### config.mk
export PLATFORM = sky130hd
export DESIGN_NAME = vlsu_txn_arbiter
export DESIGN_NICKNAME = d
export VERILOG_FILES = /design/src/rtl/vlsu_txn_arbiter.sv
export SDC_FILE = /design/constraint.sdc
export NUM_CORES = 1
export LEC_CHECK = 0
export CAP_MARGIN = 20
export CORE_MARGIN = 5
export CORE_UTILIZATION = 39
export DETAILED_ROUTE_END_ITERATION = 8
export HOLD_SLACK_MARGIN = 0.05
export PLACE_DENSITY = 0.81
export REMOVE_ABC_BUFFERS = 1
export SYNTH_ARGS = -nofsm -noshare
export SYNTH_HDL_FRONTEND = slang
export SYNTH_SLANG_ARGS = --single-unit
### constraint.sdc
create_clock -name clk_i -period 3.3 [get_ports clk_i]
set_input_delay 0.66 -clock clk_i [delete_from_list [all_inputs] [get_ports clk_i]]
set_output_delay 0.66 -clock clk_i [all_outputs]
set_load 0.1 [all_outputs]
### src/rtl/vlsu_txn_arbiter.sv
// Round-robin arbiter sharing one AXI address-issue slot between vector loads (AR) and stores (AW).
// Tracks in-flight bursts per direction and never lets loads and stores overlap on the bus.
module vlsu_txn_arbiter #(
    parameter int unsigned ReqWidth       = 64,
    parameter int unsigned MaxOutstanding = 8,
    parameter int unsigned CntWidth       = $clog2(MaxOutstanding + 1)
) (
    input  logic                clk_i,
    input  logic                rst_ni,
    input  logic [ReqWidth-1:0] ld_req_i,
    input  logic                ld_valid_i,
    output logic                ld_ready_o,
    input  logic [ReqWidth-1:0] st_req_i,
    input  logic                st_valid_i,
    output logic                st_ready_o,
    output logic [ReqWidth-1:0] req_o,
    output logic                req_is_store_o,
    output logic                req_valid_o,
    input  logic                req_ready_i,
    input  logic                r_last_hs_i,
    input  logic                b_hs_i,
    input  logic                fence_i,
    output logic                idle_o,
    output logic [CntWidth-1:0] ld_outstanding_o,
    output logic [CntWidth-1:0] st_outstanding_o
);

    typedef enum logic {StLoad, StStore} dir_e;

    localparam logic [CntWidth:0] MaxCnt = MaxOutstanding[CntWidth:0];

    dir_e                dir_q, dir_d;
    logic                prefer_st_q, prefer_st_d;
    logic                slot_valid_q, slot_valid_d;
    logic                slot_store_q, slot_store_d;
    logic [ReqWidth-1:0] slot_req_q, slot_req_d;
    logic [CntWidth-1:0] ld_cnt_q, ld_cnt_d;
    logic [CntWidth-1:0] st_cnt_q, st_cnt_d;

    logic                slot_ld, slot_st, slot_free;
    logic [CntWidth:0]   ld_inflight, st_inflight;
    logic                ld_base, st_base, ld_elig, st_elig;
    logic                gnt_ld, gnt_st;
    logic                ld_inc, ld_dec, st_inc, st_dec;

    assign slot_ld     = slot_valid_q && !slot_store_q;
    assign slot_st     = slot_valid_q && slot_store_q;
    assign slot_free   = !slot_valid_q || req_ready_i;
    assign ld_inflight = {1'b0, ld_cnt_q} + {{CntWidth{1'b0}}, slot_ld};
    assign st_inflight = {1'b0, st_cnt_q} + {{CntWidth{1'b0}}, slot_st};

    // A direction may only take the bus once the opposite direction has fully drained.
    assign ld_base = ld_valid_i && !fence_i && (ld_inflight < MaxCnt)
                     && (dir_q == StLoad || (st_cnt_q == '0 && !slot_st));
    assign st_base = st_valid_i && !fence_i && (st_inflight < MaxCnt)
                     && (dir_q == StStore || (ld_cnt_q == '0 && !slot_ld));

    // Drain mode: stop feeding the current direction while the other side waits its turn.
    assign ld_elig = ld_base && !(dir_q == StLoad && st_valid_i && prefer_st_q);
    assign st_elig = st_base && !(dir_q == StStore && ld_valid_i && !prefer_st_q);

    assign gnt_ld = rst_ni && slot_free && ld_elig && (!st_elig || !prefer_st_q);
    assign gnt_st = rst_ni && slot_free && st_elig && (!ld_elig || prefer_st_q);

    assign ld_ready_o       = gnt_ld;
    assign st_ready_o       = gnt_st;
    assign req_o            = slot_req_q;
    assign req_is_store_o   = slot_store_q;
    assign req_valid_o      = slot_valid_q;
    assign ld_outstanding_o = ld_cnt_q;
    assign st_outstanding_o = st_cnt_q;
    assign idle_o           = !slot_valid_q && (ld_cnt_q == '0) && (st_cnt_q == '0);

    always_comb begin
        dir_d        = dir_q;
        prefer_st_d  = prefer_st_q;
        slot_valid_d = slot_valid_q;
        slot_store_d = slot_store_q;
        slot_req_d   = slot_req_q;
        if (gnt_ld || gnt_st) begin
            slot_valid_d = 1'b1;
            slot_store_d = gnt_st;
            slot_req_d   = gnt_st ? st_req_i : ld_req_i;
            prefer_st_d  = gnt_ld;
        end else if (req_ready_i) begin
            slot_valid_d = 1'b0;
        end
        case (dir_q)
            StLoad:  if (gnt_st) dir_d = StStore;
            StStore: if (gnt_ld) dir_d = StLoad;
            default: dir_d = StLoad;
        endcase
    end

    assign ld_inc = slot_valid_q && req_ready_i && !slot_store_q;
    assign st_inc = slot_valid_q && req_ready_i && slot_store_q;
    // Completions at zero are stale (e.g. from before a reset) and are dropped.
    assign ld_dec = r_last_hs_i && (ld_cnt_q != '0);
    assign st_dec = b_hs_i && (st_cnt_q != '0);

    always_comb begin
        ld_cnt_d = ld_cnt_q;
        st_cnt_d = st_cnt_q;
        if (ld_inc && !ld_dec) ld_cnt_d = ld_cnt_q + 1'b1;
        if (!ld_inc && ld_dec) ld_cnt_d = ld_cnt_q - 1'b1;
        if (st_inc && !st_dec) st_cnt_d = st_cnt_q + 1'b1;
        if (!st_inc && st_dec) st_cnt_d = st_cnt_q - 1'b1;
    end

    always_ff @(posedge clk_i or negedge rst_ni) begin
        if (!rst_ni) begin
            dir_q        <= StLoad;
            prefer_st_q  <= 1'b0;
            slot_valid_q <= 1'b0;
            slot_store_q <= 1'b0;
            slot_req_q   <= '0;
            ld_cnt_q     <= '0;
            st_cnt_q     <= '0;
        end else begin
            dir_q        <= dir_d;
            prefer_st_q  <= prefer_st_d;
            slot_valid_q <= slot_valid_d;
            slot_store_q <= slot_store_d;
            slot_req_q   <= slot_req_d;
            ld_cnt_q     <= ld_cnt_d;
            st_cnt_q     <= st_cnt_d;
        end
    end

    a_ld_underflow: assert property (@(posedge clk_i) disable iff (!rst_ni)
        r_last_hs_i |-> ld_cnt_q != '0)
        else $warning("load completion with no outstanding load burst ignored");
    a_st_underflow: assert property (@(posedge clk_i) disable iff (!rst_ni)
        b_hs_i |-> st_cnt_q != '0)
        else $warning("store completion with no outstanding store burst ignored");
    a_ld_overflow: assert property (@(posedge clk_i) disable iff (!rst_ni)
        ld_inc |-> {1'b0, ld_cnt_q} < MaxCnt);
    a_st_overflow: assert property (@(posedge clk_i) disable iff (!rst_ni)
        st_inc |-> {1'b0, st_cnt_q} < MaxCnt);
    a_no_mixed: assert property (@(posedge clk_i) disable iff (!rst_ni)
        !(ld_cnt_q != '0 && st_cnt_q != '0));
    a_req_stable: assert property (@(posedge clk_i) disable iff (!rst_ni)
        req_valid_o && !req_ready_i |=> req_valid_o && $stable(req_o) && $stable(req_is_store_o));

endmodule

# After elaboration in Yosys (flattened, before gate mapping)
# Cells that the tools add are included.
[classes]
add_sub_neg = 6
n_lt_le_gt_ge = 2
mux = 10
bitwise_logic = 1
n_reduce_logical = 59
[ops]
columns = ["operator", "n"]
rows = [
  ["$mux 64", 1],
  ["$logic_and 1x1->1", 32],
  ["$mux 4", 4],
  ["$logic_not 1->1", 14],
  ["$add 4x1->5", 2],
  ["$lt 5x4->1 const B", 2],
  ["$add 4x1->4 const B", 2],
  ["$logic_not 4->1", 2],
  ["$reduce_bool 4->1", 2],
  ["$sub 4x1->4 const B", 2],
  ["$logic_or 1x1->1", 6],
  ["$reduce_bool 2->1", 3],
  ["$mux 1", 4],
  ["$pmux 1 s2", 1],
  ["$not 1->1", 1],
]
[word_totals]
register_bits = 76
in_bits = 136
out_inout_bits = 77
word_cells = 85

# Logic depth before layout (Yosys ltp)
# Gate-level depths: netlist of run 1.
[logic_depth]
word_depth = 12
mapped_depth = 9
depth_no_buf = 9

# Worst setup path before layout of run 1
# OpenSTA, ideal clock, no wires.
[synth_path]
kind = "register to output"
from = "reg ld_cnt_q[1], in the netlist ld_outstanding_o[1]"
to = "out st_ready_o"
arrival_ps = 2976
required_time_ps = 2640
slack_ps = -336
path_stages_with_launch = 9
n_path_buf = 3
cell_sequence = "dfrtp_1 > nor4_4 > a21oi_1 > or4_1 > clkbuf_1 > a21o_1 > buf_6 > buf_6 > inv_1"
[synth_between]
elab_chain_len = 8
elab_cells_between_ends = 14
[synth_lines]
columns = ["item", "line", "source"]
rows = [
  ["start, declared", "37", "logic [CntWidth-1:0] ld_cnt_q, ld_cnt_d;"],
  ["start signal, assigned", "125", "ld_cnt_q <= ld_cnt_d;"],
  ["$add 4x1->5", "49", "assign ld_inflight = {1'b0, ld_cnt_q} + {{CntWidth{1'b0}}, slot_ld};"],
  ["$lt 5x4->1", "53", "assign ld_base = ld_valid_i && !fence_i && (ld_inflight < MaxCnt)"],
  ["$logic_and 1x1->1", "53", ""],
  ["$logic_and 1x1->1", "54", "&& (dir_q == StLoad || (st_cnt_q == '0 && !slot_st));"],
  ["$logic_and 1x1->1", "59", "assign ld_elig = ld_base && !(dir_q == StLoad && st_valid_i && prefer_st_q);"],
  ["$logic_not 1->1", "63", "assign gnt_st = rst_ni && slot_free && st_elig && (!ld_elig || prefer_st_q);"],
  ["$logic_or 1x1->1", "63", ""],
  ["$logic_and 1x1->1 *", "63", ""],
  ["end, declared", "15", "output logic st_ready_o,"],
]
# Every way passes the cells marked *; elsewhere a longest branch is shown, timed or not.

# Final worst setup path of run 1
[layout_path]
from = "in req_ready_i"
to = "out st_ready_o"
[layout_between]
elab_chain_len = 4
[layout_lines]
columns = ["item", "line", "source"]
rows = [
  ["start, declared", "19", "input logic req_ready_i,"],
  ["$logic_or 1x1->1", "48", "assign slot_free = !slot_valid_q || req_ready_i;"],
  ["$logic_and 1x1->1 (3 in a row)", "63", ""],
]
# Every way passes these cells.

==> results of run 1 <==
## how the worst min path moves through the flow
stage / end / slack (ns) / cells past startpoint
after floorplan: dir_q / 0.36 / 0
after detailed placement: st_outstanding_o[3] / 0.56 / 1
after CTS: st_outstanding_o[3] / 0.57 / 1
after global routing: st_outstanding_o[3] / 0.60 / 1
after global placement: prefer_st_q / 0.54 / 2
final: ld_outstanding_o[3] / 0.54 / 2
## placed cells by master, fill, tap and decap left out, types with 6 or more instances in the layout
cell type / n
ha_1: 6
buf_4: 84
o221a_1: 38
nand2_1: 8
clkbuf_8: 9
inv_1: 8
o221a_2: 26
clkdlybuf4s50_1: 134
nand3b_1: 67
dfrtp_1: 76
## sequential cells by signal (all words and copies together), names as in the netlist
signal / cells
dir_q: 1
ld_outstanding_o: 4
prefer_st_q: 1
req_is_store_o: 1
req_o: 64
req_valid_o: 1
st_outstanding_o: 4
## per-stage QoR
step | area (µm²) | hold slack (ns) | std cells | TNS, ns | utilization, %
final | 6050 | 0.544 | 644 | 0 | 62.7
after CTS | 6040 | 0.572 | 644 | 0 | 62.7
after global placement | 5810 | 0.539 | 630 | 0 | 60.3
after detailed placement | 5810 | 0.557 | 630 | 0 | 60.3
after global routing | 6050 | 0.598 | 644 | 0 | 62.7
after floorplan | 3630 | 0.364 | 277 | -59.44 | -
## cells by family after synthesis
| group | Yosys count | share of synthesized area (%) |
|---|---|---|
| simple gates | 97 | 18.1 |
| compound gates | 79 | 21.4 |
| flops | 76 | 50.1 |
| buf+inv | 38 | 5.15 |
| xor+xnor | 8 | 1.85 |
| fa+ha+maj | 8 | 3.04 |
| mux | 1 | 0.264 |
## area by class of cell
type | count | share of cell area (%)
Timing Repair Buffer | 220 | 33.3
Sequential cell | 76 | 31.5
Multi-Input combinational cell | 193 | 28.3
Tap cell | 133 | 2.75
Clock buffer | 9 | 2.05
Clock inverter | 5 | 1.70
Inverter | 8 | 0.497
## layer usage
layer | track usage (%) | wire length (µm) | share of wire [%] | vias up
met1 | 25.0 | 4760 | 39 | 1677
met4 | 6.58 | 244 | 2.0 | 0
met2 | 34.6 | 6170 | 51 | 160
li1 | - | - | - | 1591
met3 | 6.69 | 954 | 7.9 | 20
met5 | 0 | 0 | 0 | -
==> qor.csv, run 1 <==
stage,metric,value,unit
run_status,status,"finished, final reports clean",
sta,clk_skew,0.00590,ns
clock_tree,CTS sink count,76,
die,initial core utilization,39.3,%
critical_path,crit path buf inv count,3,
placed_design,dpl ws,0.0971,ns
critical_path,top fanout value on the critical path,3,
clock_tree,Root Driver,clkbuf_8,
routing,vias after detailed routing,3448,
yosys,top-area cell type share of the netlist area,50.1,%
yosys,Yosys cell types,33,
critical_path,worst stage delay on the critical path,0.68,ns
critical_path,WS Path Type,primary input to output pin,
die,# IOs,213,
routing,first drt pass iteration count,5,
sta,setup ws final,0.0657,ns
critical_path,r2r startpoint,ld_outstanding_o[0],
clock_tree,"Hold-fix buffers, CTS",0,
yosys,syn_area_per_cell,12.4,µm²
critical_path,critical-path cell list,clkdlybuf4s50_1 -> nand2b_4 -> nand2_1 -> or4_2 -> a21o_2 -> inv_1 -> buf_12,
yosys,async set-reset flop share out of synthesis,100,%
sta,unrepaired setup endpoints after global routing,false,
routing,Initial DRC Count,218,
final_layout,fillers,806,
routing,Final ANT Viol Nets,0,
sta,Max Slew Vio Count,0,
sta,max frequency,309,MHz
yosys,"Seq/Total Area, Yosys",50.1,%
clock_tree,TritonCTS clock tree,done,
global_route,total congestion overflow,0,
global_route,pin count of the biggest net entering global routing,77,
global_route,GRT Total Usage,20.6,%
yosys,main flop type after synthesis,dfrtp_1,
yosys,Syn Inst Count,307,
final_layout,multi-input logic area,1710,µm²
sta,Worst Tran Pin Value,0.958,ns
die,Die Wd,109,µm
clock_tree,post_cts resized,0,
critical_path,critical path launch point type,primary input,
placed_design,hpwl dp,8.60,mm
global_route,first-pass GRT wire length,18.9,mm
critical_path,Reg2Reg Depth,6,
sta,fin crit share,98.0,%
clock_tree,H-tree depth,3,
critical_path,CP endpoint kind,output pin,
yosys,post-synth top area cell,dfrtp_1,
clock_tree,Clock Tree Buf Depth,2,
die,die area,11800,µm²
hold_path,Hold Crit Class,primary input to async pin,
critical_path,crit-path leading delay family,simple AND/OR/NAND/NOR gates,
clock_tree,cts bufs inserted,9,
clock_tree,clock slew at reported path FFs,0.07,ns
clock_tree,Post-CTS Setup Inserts,0,
sta,minimum clock period,3.23,ns
routing,Residual DRC,0,
yosys,"count leader, synth",dfrtp_1,
routing,via/cell ratio,5.35,
final_layout,area occupied by registers,1900,µm²
critical_path,Crit path depth,7,
yosys,synth cell count leaders,"dfrtp_1, nand3b_1, o221a_1",
routing,WL final,12.1,mm
yosys,Netlist Area Pre-Place,3790,µm²
final_layout,share of cells above drive strength 1,26.4,%
die,Die Height,109,µm
sta,slew margin rel.,36.1,%
critical_path,Worst EP arrival,2.57,ns
routing,WL per Instance,18.8,µm
placed_design,Buffers on Ports,212,
critical_path,slowest cell on the critical path,or4_2,
clock_tree,Clock Latency Late Sink,0.34,ns
yosys,Post-synth EDFFs,0,
critical_path,Worst EP required,2.64,ns
yosys,Yosys reg bits,76,
sta,setup violators final,0,
final_layout,Antenna diodes,0,
final_layout,Area Growth Syn to Fin,59.5,%
critical_path,r2r endpoint,req_o[42],
global_route,vias in the first global route,3714,
die,Core Region,9640,µm²
run,max capacitance violation total,0,
placed_design,Placer Congestion,0.857,
die,row cnt,36,
final_layout,Final nets,652,
critical_path,Critical Path Sink,st_ready_o,
yosys,YS warnings,0,
yosys,top post-synthesis cells by area,"dfrtp_1, nand3b_1, o221a_1, o221a_2, ha_1",
global_route,antenna violations before repair,0,
critical_path,Worst Setup SP,req_ready_i,
critical_path,flop2flop setup slack,0.74,ns
sta,Final Hold Vio Count,0,
Power of run 1 is left out: the tool's default activity adds up to more than one toggle a clock period on the data nets, which glitch-free logic cannot reach.
==> run 2: changes to the inputs <==
- ABC_AREA: default -> 1
- CORE_UTILIZATION: 39 -> 60
- DONT_BUFFER_PORTS: default -> 1
- PLACE_DENSITY: 0.81 -> 0.76
==> qor.csv, run 2 <==
stage,metric,value,unit,change
global_route,met1 usage,31.2,%,+6.1 points
die,die area,9170,µm²,-22%
global_route,routing usage on met3,8.52,%,+1.8 points
yosys,post-synth top area cell,dfrtp_1,,
yosys,syn_area_per_cell,7.44,µm²,-40%
final_layout,Antenna diodes,0,,unchanged
global_route,GRT busiest layer,met2,,
clock_tree,Post-CTS Setup Inserts,0,,unchanged
global_route,pin count of the biggest net entering global routing,77,,unchanged
sta,clk_skew,0.00948,ns,+0.00358 ns
routing,WL per Instance,17.0,µm,-9.5%
yosys,"count leader, synth",nor2_1,,
clock_tree,clock slew at reported path FFs,0.08,ns,about the same
sta,unrepaired setup endpoints after global routing,false,,
yosys,Yosys cell types,23,,-30%
yosys,main flop type after synthesis,dfrtp_1,,
yosys,top post-synthesis cells by area,"dfrtp_1, nor2_1, nand3b_1, nand3_1, nand2_1",,
yosys,async set-reset flop share out of synthesis,100,%,unchanged
final_layout,"Core Util, Final",66.1,%,+3.4 points
die,Core Region,7210,µm²,-25%
sta,Worst Tran Pin Value,0.956,ns,-0.00264 ns
yosys,Syn Inst Count,593,,+93%
sta,max frequency,397,MHz,+28%
final_layout,"most common cell after layout, fill and taps aside",nor2_1,,
clock_tree,TritonCTS clock tree,done,,
final_layout,Final nets,733,,+12%
clock_tree,Clock Tree Buf Depth,2,,unchanged
clock_tree,Clock Latency Late Sink,0.33,ns,about the same
yosys,synth cell count leaders,"nor2_1, nand2_1, inv_1",,
clock_tree,CTS sink count,76,,unchanged
run,max capacitance violation total,0,,unchanged
critical_path,critical-path cell list,buf_4 -> nand2_1 -> nand3_1 -> nand2_1 -> nand3_1 -> nor2_4 -> nand2_1 -> inv_1 -> buf_12,,
critical_path,CP endpoint kind,output pin,,
routing,Initial DRC Count,283,,+30%
critical_path,slowest cell on the critical path,dfrtp_1,,
clock_tree,cts bufs inserted,9,,unchanged
clock_tree,Root Driver,clkbuf_8,,
critical_path,Worst EP arrival,1.86,ns,-0.71 ns
routing,Residual DRC,0,,unchanged
global_route,first-pass GRT wire length,18.0,mm,-4.5%
global_route,GRT Total Usage,25.0,%,+4.4 points
die,Die Wd,95.8,µm,-12%
critical_path,WS Path Type,flip-flop to output pin,,
critical_path,crit path buf inv count,3,,unchanged
critical_path,Worst EP required,2.64,ns,about the same
final_layout,fillers,641,,-20%
placed_design,hpwl dp,8.27,mm,-3.8%
sta,slew margin rel.,36.3,%,+0.18 points
sta,Final Hold Vio Count,0,,unchanged
sta,minimum clock period,2.52,ns,-0.714 ns
yosys,YS warnings,0,,unchanged
sta,fin crit share,76.4,%,-22 points
critical_path,cell mode on critical path,nand2_1,,
global_route,GRT met2 Usage,39.3,%,+4.7 points
clock_tree,post_cts resized,0,,unchanged
final_layout,"commonest cells after routing, fill and taps aside","nor2_1, nand2_1, inv_1",,
sta,Hold WS,0.192,ns,-0.352 ns
routing,vias after detailed routing,3864,,+12%
clock_tree,H-tree depth,3,,unchanged
yosys,Post-synth EDFFs,0,,unchanged
yosys,top-area cell type share of the netlist area,43.1,%,-7.1 points
global_route,total congestion overflow,0,,unchanged
critical_path,top fanout value on the critical path,6,,+3
yosys,Yosys reg bits,76,,unchanged
die,Die Height,95.8,µm,-12%
die,row cnt,31,,-14%
sta,Max Slew Vio Count,0,,unchanged
final_layout,Area Growth Syn to Fin,8.11,%,
yosys,Netlist Area Pre-Place,4410,µm²,+16%
critical_path,worst stage delay on the critical path,0.36,ns,-0.32 ns
hold_path,Hold Crit Class,primary input to async pin,,
routing,Final ANT Viol Nets,0,,unchanged
routing,first drt pass iteration count,5,,unchanged
critical_path,critical path launch point type,flip-flop,,
run_status,status,"finished, final reports clean",,
routing,via/cell ratio,5.58,,+4.3%
die,# IOs,213,,unchanged
final_layout,share of cells above drive strength 1,7.08,%,-19 points
clock_tree,"Hold-fix buffers, CTS",1,,+1
final_layout,max FFs per register,64,,unchanged
global_route,antenna violations before repair,0,,unchanged
placed_design,Placer Congestion,0.903,,+5.4%
global_route,vias in the first global route,3811,,+2.6%
die,initial core utilization,61.2,%,+22 points
sta,setup violators final,0,,unchanged
critical_path,crit-path leading delay family,simple AND/OR/NAND/NOR gates,,
placed_design,Buffers on Ports,0,,-100%
routing,WL final,11.8,mm,-2.7%
yosys,"Seq/Total Area, Yosys",43.1,%,-7.1 points
==> run 2: path summary, 6_finish.rpt <==
path	start	endpoint	slack [ns]	depth (start not counted)
setup / recovery	req_valid_o	st_ready_o	0.78	9
hold / removal	rst_ni	req_o[50]	0.19	1
setup reg to reg	req_valid_o	st_outstanding_o[3]	1.05	11
hold reg to reg	st_outstanding_o[3]	st_outstanding_o[3]	0.59	1
max in group asynchronous	rst_ni	req_o[21]	2.74	1
min in group clk_i	req_ready_i	req_valid_o	0.47	1
==> run 2: kinds of logic after synthesis <==
kind of cell             share of synthesized area, %
AND/OR/NAND/NOR                                  39.4
buffers and inverters                            11.5
flip-flops                                       43.1
AO/OA/AOI/OAI                                    2.18
adder cells (fa/ha/maj)                          2.61
XOR/XNOR                                         1.19
==> run 2: worst reg2reg max path: stages, from the launching register on <==
cell	delay, ns
dfrtp_1	0.33
buf_4	0.32
nand2_1	0.15
inv_1	0.07
nand2_1	0.05
ha_1	0.25
ha_1	0.34
a21oi_1	0.17
nand2_1	0.08
a21oi_1	0.12
o21ai_0	0.12
xnor2_1	0.14
==> run 2: through the flow <==
| stage | cell area (µm²) | setup WS, ns | TNS [ns] | cells |
|---|---|---|---|---|
| 3_3_place_gp | 4530 | 1.12 | 0 | 676 |
| 5_1_grt | 4770 | 0.630 | 0 | 692 |
| 6_report | 4770 | 0.780 | 0 | 692 |
| 2_1_floorplan | 4210 | -0.919 | -5.81 | 558 |
| 3_5_place_dp | 4530 | 1.07 | 0 | 676 |
| 4_1_cts | 4770 | 0.765 | 0 | 692 |
==> run 2: metal layers <==
layer	vias to the layer above	routed length (µm)
met1	1794	4500
met5	-	0
met3	22	1250
met4	0	284
met2	211	5770
li1	1837	-
==> run 2: area by class of cell <==
class / instances / area (µm²) / area share [%]
multi-input cells: 401 / 2020 / 42.3
flip-flops and latches: 76 / 1900 / 39.9
inverters: 81 / 304 / 6.37
repair buffers: 20 / 208 / 4.35
clock buffers: 11 / 141 / 2.96
well taps: 99 / 124 / 2.60
clock inverters: 4 / 73.8 / 1.55
Power of run 2 is left out for the same reason.
